[src/rtl/sgd_mem_rd_resp_if.sv]
// AXI read-data (R) channel bundle between the memory interconnect and the
// SGD read-response block.
//   master : drives RVALID/RDATA/RID/RRESP/RLAST, samples RREADY (memory side)
//   slave  : samples the beat fields, drives RREADY (sgd_mem_rd_resp side)
interface sgd_mem_rd_resp_if #(
    parameter int unsigned DATA_WIDTH = 512,
    parameter int unsigned ID_WIDTH   = 6
);
    logic                  m_axi_RVALID;
    logic [DATA_WIDTH-1:0] m_axi_RDATA;
    logic [ID_WIDTH-1:0]   m_axi_RID;
    logic [1:0]            m_axi_RRESP;
    logic                  m_axi_RLAST;
    logic                  m_axi_RREADY;

    modport master (
        output m_axi_RVALID,
        output m_axi_RDATA,
        output m_axi_RID,
        output m_axi_RRESP,
        output m_axi_RLAST,
        input  m_axi_RREADY
    );

    modport slave (
        input  m_axi_RVALID,
        input  m_axi_RDATA,
        input  m_axi_RID,
        input  m_axi_RRESP,
        input  m_axi_RLAST,
        output m_axi_RREADY
    );
endinterface

[src/rtl/sgd_mem_rd_resp.sv]
// SGD training-data read-response path. Splits R beats by RID into the A
// (feature) stream through a 2-entry skid buffer and the B (label) stream
// through a line FIFO that is unpacked into one 32-bit label per sample.
// The label stream is trimmed at each epoch boundary; beats and protocol
// errors are counted for status registers.
// Ports:
//   clk, rst_n          clock, async active-low reset
//   started             job start level; rising edge clears state and counters
//   number_of_samples   labels per epoch, latched on the started rising edge
//   r_if (slave)        AXI R channel (RVALID/RDATA/RID/RRESP/RLAST/RREADY)
//   a_data/a_valid/a_ready    A beat stream to the compute pipeline
//   b_label/b_valid/b_ready   label stream, one 32-bit label per handshake
//   num_a_beats, num_b_beats  accepted beat counters
//   num_rd_errors, rd_error   error beat counter and sticky error flag
module sgd_mem_rd_resp #(
    parameter int unsigned DATA_WIDTH   = 512,
    parameter int unsigned ID_WIDTH     = 6,
    parameter int unsigned A_TAG        = 0,
    parameter int unsigned B_TAG        = 1,
    parameter int unsigned B_FIFO_DEPTH = 4
) (
    input  logic                  clk,
    input  logic                  rst_n,
    input  logic                  started,
    input  logic [31:0]           number_of_samples,
    sgd_mem_rd_resp_if.slave      r_if,
    output logic [DATA_WIDTH-1:0] a_data,
    output logic                  a_valid,
    input  logic                  a_ready,
    output logic [31:0]           b_label,
    output logic                  b_valid,
    input  logic                  b_ready,
    output logic [31:0]           num_a_beats,
    output logic [31:0]           num_b_beats,
    output logic [31:0]           num_rd_errors,
    output logic                  rd_error
);

    localparam int unsigned LABELS = DATA_WIDTH / 32;
    localparam int unsigned IDX_W  = $clog2(LABELS);
    localparam int unsigned PTR_W  = $clog2(B_FIFO_DEPTH);
    localparam int unsigned CNT_W  = PTR_W + 1;

    localparam logic [ID_WIDTH-1:0] A_ID     = ID_WIDTH'(A_TAG);
    localparam logic [ID_WIDTH-1:0] B_ID     = ID_WIDTH'(B_TAG);
    localparam logic [IDX_W-1:0]    IDX_LAST = IDX_W'(LABELS - 1);
    localparam logic [CNT_W-1:0]    FIFO_MAX = CNT_W'(B_FIFO_DEPTH);

    // ---------------------------------------------------------------- state
    logic                  started_q;
    logic [31:0]           nsamp_q, nsamp_d;

    logic [1:0]            a_cnt_q, a_cnt_d;
    logic [DATA_WIDTH-1:0] a_head_q, a_head_d;
    logic [DATA_WIDTH-1:0] a_slot_q, a_slot_d;
    logic                  a_valid_q, a_valid_d;

    logic [DATA_WIDTH-1:0] b_mem_q [B_FIFO_DEPTH];
    logic [PTR_W-1:0]      b_wr_ptr_q, b_wr_ptr_d;
    logic [PTR_W-1:0]      b_rd_ptr_q, b_rd_ptr_d;
    logic [CNT_W-1:0]      b_cnt_q, b_cnt_d;
    logic [IDX_W-1:0]      idx_q, idx_d;
    logic [31:0]           samp_q, samp_d;
    logic [31:0]           b_label_q, b_label_d;
    logic                  b_valid_q, b_valid_d;

    logic [31:0]           num_a_q, num_a_d;
    logic [31:0]           num_b_q, num_b_d;
    logic [31:0]           num_err_q, num_err_d;
    logic                  rd_error_q, rd_error_d;

    // ------------------------------------------------- beat classification
    logic is_a, is_b, a_space, fifo_full, rready;
    logic beat_acc, a_acc, b_acc, beat_err, start_pulse;

    assign start_pulse = started & ~started_q;
    assign is_a        = (r_if.m_axi_RID == A_ID);
    assign is_b        = (r_if.m_axi_RID == B_ID);
    assign a_space     = (a_cnt_q != 2'd2);
    assign fifo_full   = (b_cnt_q == FIFO_MAX);

    // Ready depends only on registered occupancy and the presented RID, so it
    // never waits for RVALID; unknown tags are always sunk.
    assign rready = rst_n & (is_a ? a_space : (is_b ? ~fifo_full : 1'b1));
    assign r_if.m_axi_RREADY = rready;

    assign beat_acc = r_if.m_axi_RVALID & rready;
    assign a_acc    = beat_acc & is_a;
    assign b_acc    = beat_acc & is_b;
    assign beat_err = beat_acc & ((~is_a & ~is_b) |
                                  (r_if.m_axi_RRESP != 2'b00) |
                                  ~r_if.m_axi_RLAST);

    // B FIFO write side shares the pointer base with the next-state logic.
    logic [PTR_W-1:0] b_wr_base;
    assign b_wr_base = start_pulse ? '0 : b_wr_ptr_q;

    // ------------------------------------------------------ next-state logic
    logic                  a_pop;
    logic [1:0]            a_cnt_base;
    logic                  b_hs, b_pop;
    logic [CNT_W-1:0]      b_cnt_base, b_cnt_left;
    logic [PTR_W-1:0]      b_rd_base;
    logic [IDX_W-1:0]      idx_base;
    logic [31:0]           samp_base, samp_inc;
    logic [DATA_WIDTH-1:0] head_line;

    always_comb begin
        nsamp_d    = nsamp_q;
        a_cnt_d    = a_cnt_q;
        a_head_d   = a_head_q;
        a_slot_d   = a_slot_q;
        a_valid_d  = a_valid_q;
        b_wr_ptr_d = b_wr_ptr_q;
        b_rd_ptr_d = b_rd_ptr_q;
        b_cnt_d    = b_cnt_q;
        idx_d      = idx_q;
        samp_d     = samp_q;
        b_label_d  = b_label_q;
        b_valid_d  = b_valid_q;
        num_a_d    = num_a_q;
        num_b_d    = num_b_q;
        num_err_d  = num_err_q;
        rd_error_d = rd_error_q;
        a_pop      = 1'b0;
        a_cnt_base = a_cnt_q;
        b_hs       = 1'b0;
        b_pop      = 1'b0;
        b_cnt_base = b_cnt_q;
        b_cnt_left = b_cnt_q;
        b_rd_base  = b_rd_ptr_q;
        idx_base   = idx_q;
        samp_base  = samp_q;
        samp_inc   = samp_q + 32'd1;
        head_line  = '0;

        // Job start: epoch length latched, 0 is treated as 1.
        if (start_pulse) begin
            nsamp_d = (number_of_samples == 32'd0) ? 32'd1 : number_of_samples;
        end

        // Start clears state first; a beat arriving in the same cycle lands
        // on the cleared state.
        a_cnt_base = start_pulse ? 2'd0 : a_cnt_q;
        b_cnt_base = start_pulse ? '0 : b_cnt_q;
        b_rd_base  = start_pulse ? '0 : b_rd_ptr_q;
        idx_base   = start_pulse ? '0 : idx_q;
        samp_base  = start_pulse ? 32'd0 : samp_q;

        // A skid buffer: head register drives a_data, second slot absorbs a
        // beat while the pipeline stalls.
        a_pop   = ~start_pulse & a_valid_q & a_ready;
        a_cnt_d = a_cnt_base;
        if (a_pop) begin
            a_head_d = a_slot_q;
            a_cnt_d  = a_cnt_base - 2'd1;
        end
        if (a_acc) begin
            if (a_cnt_d == 2'd0) a_head_d = r_if.m_axi_RDATA;
            else                 a_slot_d = r_if.m_axi_RDATA;
            a_cnt_d = a_cnt_d + 2'd1;
        end
        a_valid_d = (a_cnt_d != 2'd0);

        // Label unpack: advance on handshake, pop at line end or epoch end.
        b_hs   = ~start_pulse & b_valid_q & b_ready;
        idx_d  = idx_base;
        samp_d = samp_base;
        if (b_hs) begin
            if (samp_inc == nsamp_q) begin
                b_pop  = 1'b1;
                idx_d  = '0;
                samp_d = 32'd0;
            end else begin
                samp_d = samp_inc;
                if (idx_q == IDX_LAST) begin
                    b_pop = 1'b1;
                    idx_d = '0;
                end else begin
                    idx_d = idx_q + IDX_W'(1);
                end
            end
        end

        b_rd_ptr_d = b_rd_base + PTR_W'(b_pop);
        b_wr_ptr_d = b_wr_base + PTR_W'(b_acc);
        b_cnt_left = b_cnt_base - CNT_W'(b_pop);
        b_cnt_d    = b_cnt_left + CNT_W'(b_acc);

        // Registered label: the next head is the incoming line when the FIFO
        // would otherwise be empty, else the stored line at the next read ptr.
        head_line = (b_cnt_left == '0) ? r_if.m_axi_RDATA : b_mem_q[b_rd_ptr_d];
        b_valid_d = (b_cnt_d != '0);
        b_label_d = b_valid_d ? head_line[{idx_d, 5'd0} +: 32] : 32'd0;

        // Status counters; at most one error per beat.
        num_a_d    = (start_pulse ? 32'd0 : num_a_q)   + 32'(a_acc);
        num_b_d    = (start_pulse ? 32'd0 : num_b_q)   + 32'(b_acc);
        num_err_d  = (start_pulse ? 32'd0 : num_err_q) + 32'(beat_err);
        rd_error_d = (start_pulse ? 1'b0 : rd_error_q) | beat_err;
    end

    // ------------------------------------------------------------ registers
    always_ff @(posedge clk or negedge rst_n) begin
        if (!rst_n) begin
            started_q  <= 1'b0;
            nsamp_q    <= 32'd1;
            a_cnt_q    <= 2'd0;
            a_head_q   <= '0;
            a_slot_q   <= '0;
            a_valid_q  <= 1'b0;
            b_wr_ptr_q <= '0;
            b_rd_ptr_q <= '0;
            b_cnt_q    <= '0;
            idx_q      <= '0;
            samp_q     <= 32'd0;
            b_label_q  <= 32'd0;
            b_valid_q  <= 1'b0;
            num_a_q    <= 32'd0;
            num_b_q    <= 32'd0;
            num_err_q  <= 32'd0;
            rd_error_q <= 1'b0;
        end else begin
            started_q  <= started;
            nsamp_q    <= nsamp_d;
            a_cnt_q    <= a_cnt_d;
            a_head_q   <= a_head_d;
            a_slot_q   <= a_slot_d;
            a_valid_q  <= a_valid_d;
            b_wr_ptr_q <= b_wr_ptr_d;
            b_rd_ptr_q <= b_rd_ptr_d;
            b_cnt_q    <= b_cnt_d;
            idx_q      <= idx_d;
            samp_q     <= samp_d;
            b_label_q  <= b_label_d;
            b_valid_q  <= b_valid_d;
            num_a_q    <= num_a_d;
            num_b_q    <= num_b_d;
            num_err_q  <= num_err_d;
            rd_error_q <= rd_error_d;
        end
    end

    // Line storage carries no reset; occupancy is tracked by b_cnt_q.
    always_ff @(posedge clk) begin
        if (b_acc) begin
            b_mem_q[b_wr_base] <= r_if.m_axi_RDATA;
        end
    end

    // ---------------------------------------------------------------- outputs
    assign a_data        = a_head_q;
    assign a_valid       = a_valid_q;
    assign b_label       = b_label_q;
    assign b_valid       = b_valid_q;
    assign num_a_beats   = num_a_q;
    assign num_b_beats   = num_b_q;
    assign num_rd_errors = num_err_q;
    assign rd_error      = rd_error_q;

endmodule
[src/flat_wrapper.sv]
// flat-port wrapper written by rule: the top's interface ports become plain ports
module sgd_mem_rd_resp_flat 
#(
    parameter int unsigned DATA_WIDTH   = 512,
    parameter int unsigned ID_WIDTH     = 6,
    parameter int unsigned A_TAG        = 0,
    parameter int unsigned B_TAG        = 1,
    parameter int unsigned B_FIFO_DEPTH = 4
)
  (clk, rst_n, started, number_of_samples, a_data, a_valid, a_ready, b_label, b_valid, b_ready, num_a_beats, num_b_beats, num_rd_errors, rd_error, r_if_m_axi_RVALID, r_if_m_axi_RDATA, r_if_m_axi_RID, r_if_m_axi_RRESP, r_if_m_axi_RLAST, r_if_m_axi_RREADY);
  sgd_mem_rd_resp_if #(.DATA_WIDTH(DATA_WIDTH), .ID_WIDTH(ID_WIDTH)) r_if_i ();
  input  logic clk;
  input  logic rst_n;
  input  logic started;
  input  logic [31:0] number_of_samples;
  output logic [DATA_WIDTH-1:0] a_data;
  output logic a_valid;
  input  logic a_ready;
  output logic [31:0] b_label;
  output logic b_valid;
  input  logic b_ready;
  output logic [31:0] num_a_beats;
  output logic [31:0] num_b_beats;
  output logic [31:0] num_rd_errors;
  output logic rd_error;
  input wire logic [$bits(r_if_i.m_axi_RVALID)-1:0] r_if_m_axi_RVALID;
  input wire logic [$bits(r_if_i.m_axi_RDATA)-1:0] r_if_m_axi_RDATA;
  input wire logic [$bits(r_if_i.m_axi_RID)-1:0] r_if_m_axi_RID;
  input wire logic [$bits(r_if_i.m_axi_RRESP)-1:0] r_if_m_axi_RRESP;
  input wire logic [$bits(r_if_i.m_axi_RLAST)-1:0] r_if_m_axi_RLAST;
  output wire logic [$bits(r_if_i.m_axi_RREADY)-1:0] r_if_m_axi_RREADY;
  assign r_if_i.m_axi_RVALID = r_if_m_axi_RVALID;
  assign r_if_i.m_axi_RDATA = r_if_m_axi_RDATA;
  assign r_if_i.m_axi_RID = r_if_m_axi_RID;
  assign r_if_i.m_axi_RRESP = r_if_m_axi_RRESP;
  assign r_if_i.m_axi_RLAST = r_if_m_axi_RLAST;
  assign r_if_m_axi_RREADY = r_if_i.m_axi_RREADY;
  sgd_mem_rd_resp #(.DATA_WIDTH(DATA_WIDTH), .ID_WIDTH(ID_WIDTH), .A_TAG(A_TAG), .B_TAG(B_TAG), .B_FIFO_DEPTH(B_FIFO_DEPTH)) u_core (.clk(clk), .rst_n(rst_n), .started(started), .number_of_samples(number_of_samples), .r_if(r_if_i), .a_data(a_data), .a_valid(a_valid), .a_ready(a_ready), .b_label(b_label), .b_valid(b_valid), .b_ready(b_ready), .num_a_beats(num_a_beats), .num_b_beats(num_b_beats), .num_rd_errors(num_rd_errors), .rd_error(rd_error));
endmodule
[config.mk]
export PLATFORM = sky130hd
export DESIGN_NAME = sgd_mem_rd_resp_flat
export DESIGN_NICKNAME = d
export VERILOG_FILES = /design/src/rtl/sgd_mem_rd_resp_if.sv /design/src/rtl/sgd_mem_rd_resp.sv /design/src/flat_wrapper.sv
export SDC_FILE = /design/constraint.sdc
export NUM_CORES = 2
export LEC_CHECK = 0
export CAP_MARGIN = 0
export CORE_ASPECT_RATIO = 1.1
export CORE_MARGIN = 5
export CORE_UTILIZATION = 52
export CTS_CLUSTER_SIZE = 25
export DETAILED_ROUTE_END_ITERATION = 8
export PLACE_DENSITY = 0.82
export SYNTH_ARGS = -nofsm -noshare
export SYNTH_HDL_FRONTEND = slang
export SYNTH_SLANG_ARGS = --single-unit
[constraint.sdc]
create_clock -name clk -period 35.6 [get_ports clk]
set_input_delay 10.68 -clock clk [delete_from_list [all_inputs] [get_ports clk]]
set_output_delay 10.68 -clock clk [all_outputs]
set_load 0.02 [all_outputs]
==> impl_metrics.tcl <==
set metrics [dict create \
    root_buffer "clkbuf_16" \
    rsz0062_at_grt "no" \
    vias 90100 \
    worstPathArrival_ps 12820 \
    crit_slowest_cell "clkdlybuf4s50_1" \
    power.density_mw_per_mm2 53.7 \
    syn-num-nets 9969 \
    die_w_microns 497 \
    crit_path_end_kind "primary output" \
    drive_gt1_frac 0.169 \
    synth-edff-count 2048 \
    peakVddDrop_v 0.0000451 \
    relSlewSlack 0.124 \
    p_comb_frac 0.108 \
    startpoint "r_if_m_axi_RID[3]" \
    setup.worst_path.class "in2out" \
    dp_hpwl_microns 276000 \
    finClkSkew_ps 77.0 \
    p_int_w 0.00652 \
    netlist_area_sq_mm 0.136 \
    drtIter0Drc 11500 \
    grt_pass1_wl_microns 610000 \
    r2r_start "u_core.samp_q[0]" \
    yosys_warnings 0 \
    cts_tree "yes" \
    avgViaCountPerCell 6.32 \
    cap_violations 0 \
    grt_max_degree 179 \
    p_clk_frac 0.395 \
    cts.sinks 3281 \
    ant_nets 0 \
    hp-start "u_core.nsamp_q[0]" \
    cts_buffer_depth 4 \
    fp.dieH_microns 545 \
    post-cts-setup-buffers 0 \
    placed_area_sq_mm 0.151 \
    cp.required_ps 24920 \
    antenna_found_initial 76 \
    tns_ps 0 \
    cp_top_family "buffers and inverters" \
    path_cells "clkdlybuf4s50_1 -> or4_1 -> nor2_1 -> a21boi_0 -> clkdlybuf4s50_1" \
    worst_slew_pin_slew_ps 1300 \
    hold_viol_final 0 \
    regArea_sq_mm 0.0924 \
    fin_crit_sh 0.660 \
    initial_utilization 0.522 \
    dieArea_sq_mm 0.271 \
    slowest_delay_ps 590 \
    rows 196 \
    power_switching_share 0.250 \
    hp-class "reg2reg" \
    utilization 0.624 \
    postSynthCellCount 9395 \
    finalCriticalPeriod_ps 23500 \
    synth_seq_cells 3281 \
    failed_checks "DRC" \
    nets 11000 \
    synthDistinctLibCells 74 \
    async_reset_ff_frac 0.376 \
    switching_power_w 0.00217 \
    grt_pass1_vias 89600 \
    cts_resized 0 \
    portBuffers 1202 \
    status "finished with violations" \
    cp-start-kind "input pin" \
    crit_path_frequent_cell "clkdlybuf4s50_1" \
    synth_top_flop_cell "edfxtp_1" \
    syn2layout_area_growth_pct 19.4 \
    n_fill_cell 18000 \
    htreeDepth 5 \
    grtUsageTotal 0.305 \
    syn_avg_cell_area_sq_um 14.4 \
    numCtsBuffers 325 \
    boundaryPins 1203 \
    core_area_sq_mm 0.259 \
    path_buf_inv 2 \
    grt-ovfl-total 0 \
    setup_viol 0 \
    place.gp.congestion 0.910 \
    power_frac_seq 0.497 \
    clk_pin_slew_ps 60 \
    crit_fanout 4 \
    fmax_mhz 42.6 \
    drt-wirelength-per-cell_microns 29.7 \
    clock_latency_ps 930 \
    firstDrtPassIters 9 \
    design_area_sq_mm 0.162 \
    routed_wl_microns 424000 \
    ys_seq_area_frac 0.681 \
    drc_errors 3 \
    multi_input_area_sq_mm 0.0408 \
    p_leak_nw 59.4 \
    postCtsHoldBufs 0 \
    slew_viol_final 0 \
]
## worst paths after layout
check	end	slack, ps	depth (start not counted)
min in group asynchronous	u_core.a_slot_q[91]	9670	1
setup / recovery	r_if_m_axi_RREADY	12100	5
setup reg to reg	u_core.b_label[4]	26360	22
hold reg to reg	u_core.nsamp_q[0]	480	2
max in group asynchronous	u_core.a_data[223]	21460	6
hold / removal	u_core.nsamp_q[0]	480	2
## through the flow
stage               power, W  cells  hold slack, ps  setup WS [ps]
CTS                  0.00872  14200             478          12110
global placement     0.00529  13600             454          12170
global route         0.00896  14300             501          12060
detailed placement   0.00531  13600             469          12140
floorplan            0.00477   9395             442           3010
finish               0.00870  14300             475          12100
## state kept, by name, summed over array words and instances (netlist names), 32 cells and up
name / flops
u_core.nsamp_q: 32
u_core.b_label: 32
u_core.a_slot_q: 512
u_core.num_b_beats: 32
u_core.num_a_beats: 32
u_core.b_mem_q: 2048
u_core.samp_q: 32
u_core.a_data: 512
u_core.num_rd_errors: 32
## cell type report
cell class | instances | share of cell area
Timing Repair Buffer | 1366 | 0.0830
Tap cell | 3465 | 0.0268
Multi-Input combinational cell | 5465 | 0.252
Inverter | 22 | 0.000557
Sequential cell | 3281 | 0.571
Clock inverter | 163 | 0.0106
Antenna cell | 83 | 0.00128
Clock buffer | 425 | 0.0548
## power groups by stage
stage	Sequential [W]	Combinational, W	Clock (W)
4_1_cts	0.00432	0.000933	0.00347
2_1_floorplan	0.00449	0.000280	0
6_report	0.00432	0.000938	0.00343
3_3_place_gp	0.00438	0.000902	0
3_5_place_dp	0.00439	0.000924	0
5_1_grt	0.00433	0.000986	0.00364
## metal layers
layer  wire length (microns)  part of all wire  vias up  global-route usage
met5                     221           0.00052        -                   0
met4                   32300             0.076       32               0.196
met3                   45300              0.11     1101              0.0758
met2                  195000              0.46     6001               0.461
met1                  151000              0.36    45900               0.395
li1                        -                 -    37100                   -
## Yosys cell counts, types with 5 or more instances
cell       number  area [sq um]
a211o_1        31           272
o2111ai_1      32           280
or4_1           9          67.6
nand2b_1        8          50.1
or2_2           6          37.5
a22oi_1        31           233
mux2_2        606          6820
xor2_1         67           587
a21oi_1        23           115
o21ai_0        91           455
o41ai_1        10          87.6
a31oi_1       552          3450
o221ai_1       32           280
o311ai_1        8          70.1
and3_1         64           400
nor4_1         22           138
o22ai_1        32           200
clkbuf_1      534          2000
nand3_1        86           430
mux2i_1       234          2340
and4_1         40           350
nor2_1        837          3140
o311ai_0       24           210
nor3_1         60           300
inv_1          20          75.1
buf_2          41           205
a211oi_1       33           248
mux4_2        512         11500
dfrtp_1      1232         30800
and2_1         15          93.8
nand4_1        29           181
or3_1          21           131
o31ai_1        14           105
edfxtp_1     2048         61500
nand2_1      1795          6740
o21a_1          5          37.5
xnor2_1        63           552
ha_1           15           188
buf_1          47           176
nor2b_1         9          56.3
## kinds of logic (layout without fill, tap and decap cells)
logic type,after synthesis,after routing,share of synthesized area
other cells,0,83,0
mux,1352,1352,0.153
xor+xnor,130,130,0.00840
flops,3281,3281,0.681
buf+inv,649,1976,0.0185
compound gates,947,947,0.0464
simple gates,3021,3021,0.0911
fa+ha+maj,15,15,0.00138
## layout by cell type, fill, tap and decap left out, types with 21 or more instances in the layout
master and count:
diode_2 83, edfxtp_1 2048, a211o_1 31, clkinv_1 35, clkinv_2 52, clkbuf_16 329
o22ai_1 32, dfrtp_1 1232, a31oi_1 552, mux2i_1 234, nor2_1 836, and3_1 62
mux2_2 606, xor2_1 67, mux4_2 512, bufinv_16 23, xnor2_1 62, nand3_1 84
nand2_1 1794, buf_4 152, clkbuf_8 27, clkbuf_1 66, o2111ai_1 32, nor3_1 55
a211oi_1 33, o21ai_0 91, a22oi_1 31, clkdlybuf4s50_1 1201, o221ai_1 32, and4_1 40
a21oi_1 22, nor4_1 21, nand4_1 29
## worst min-delay path: stages, from the launching register on
cell     delay, ps
dfstp_2        370
nand2_1         50
nand2_1         50
Note: power is estimated with default switching activity, not from simulation.
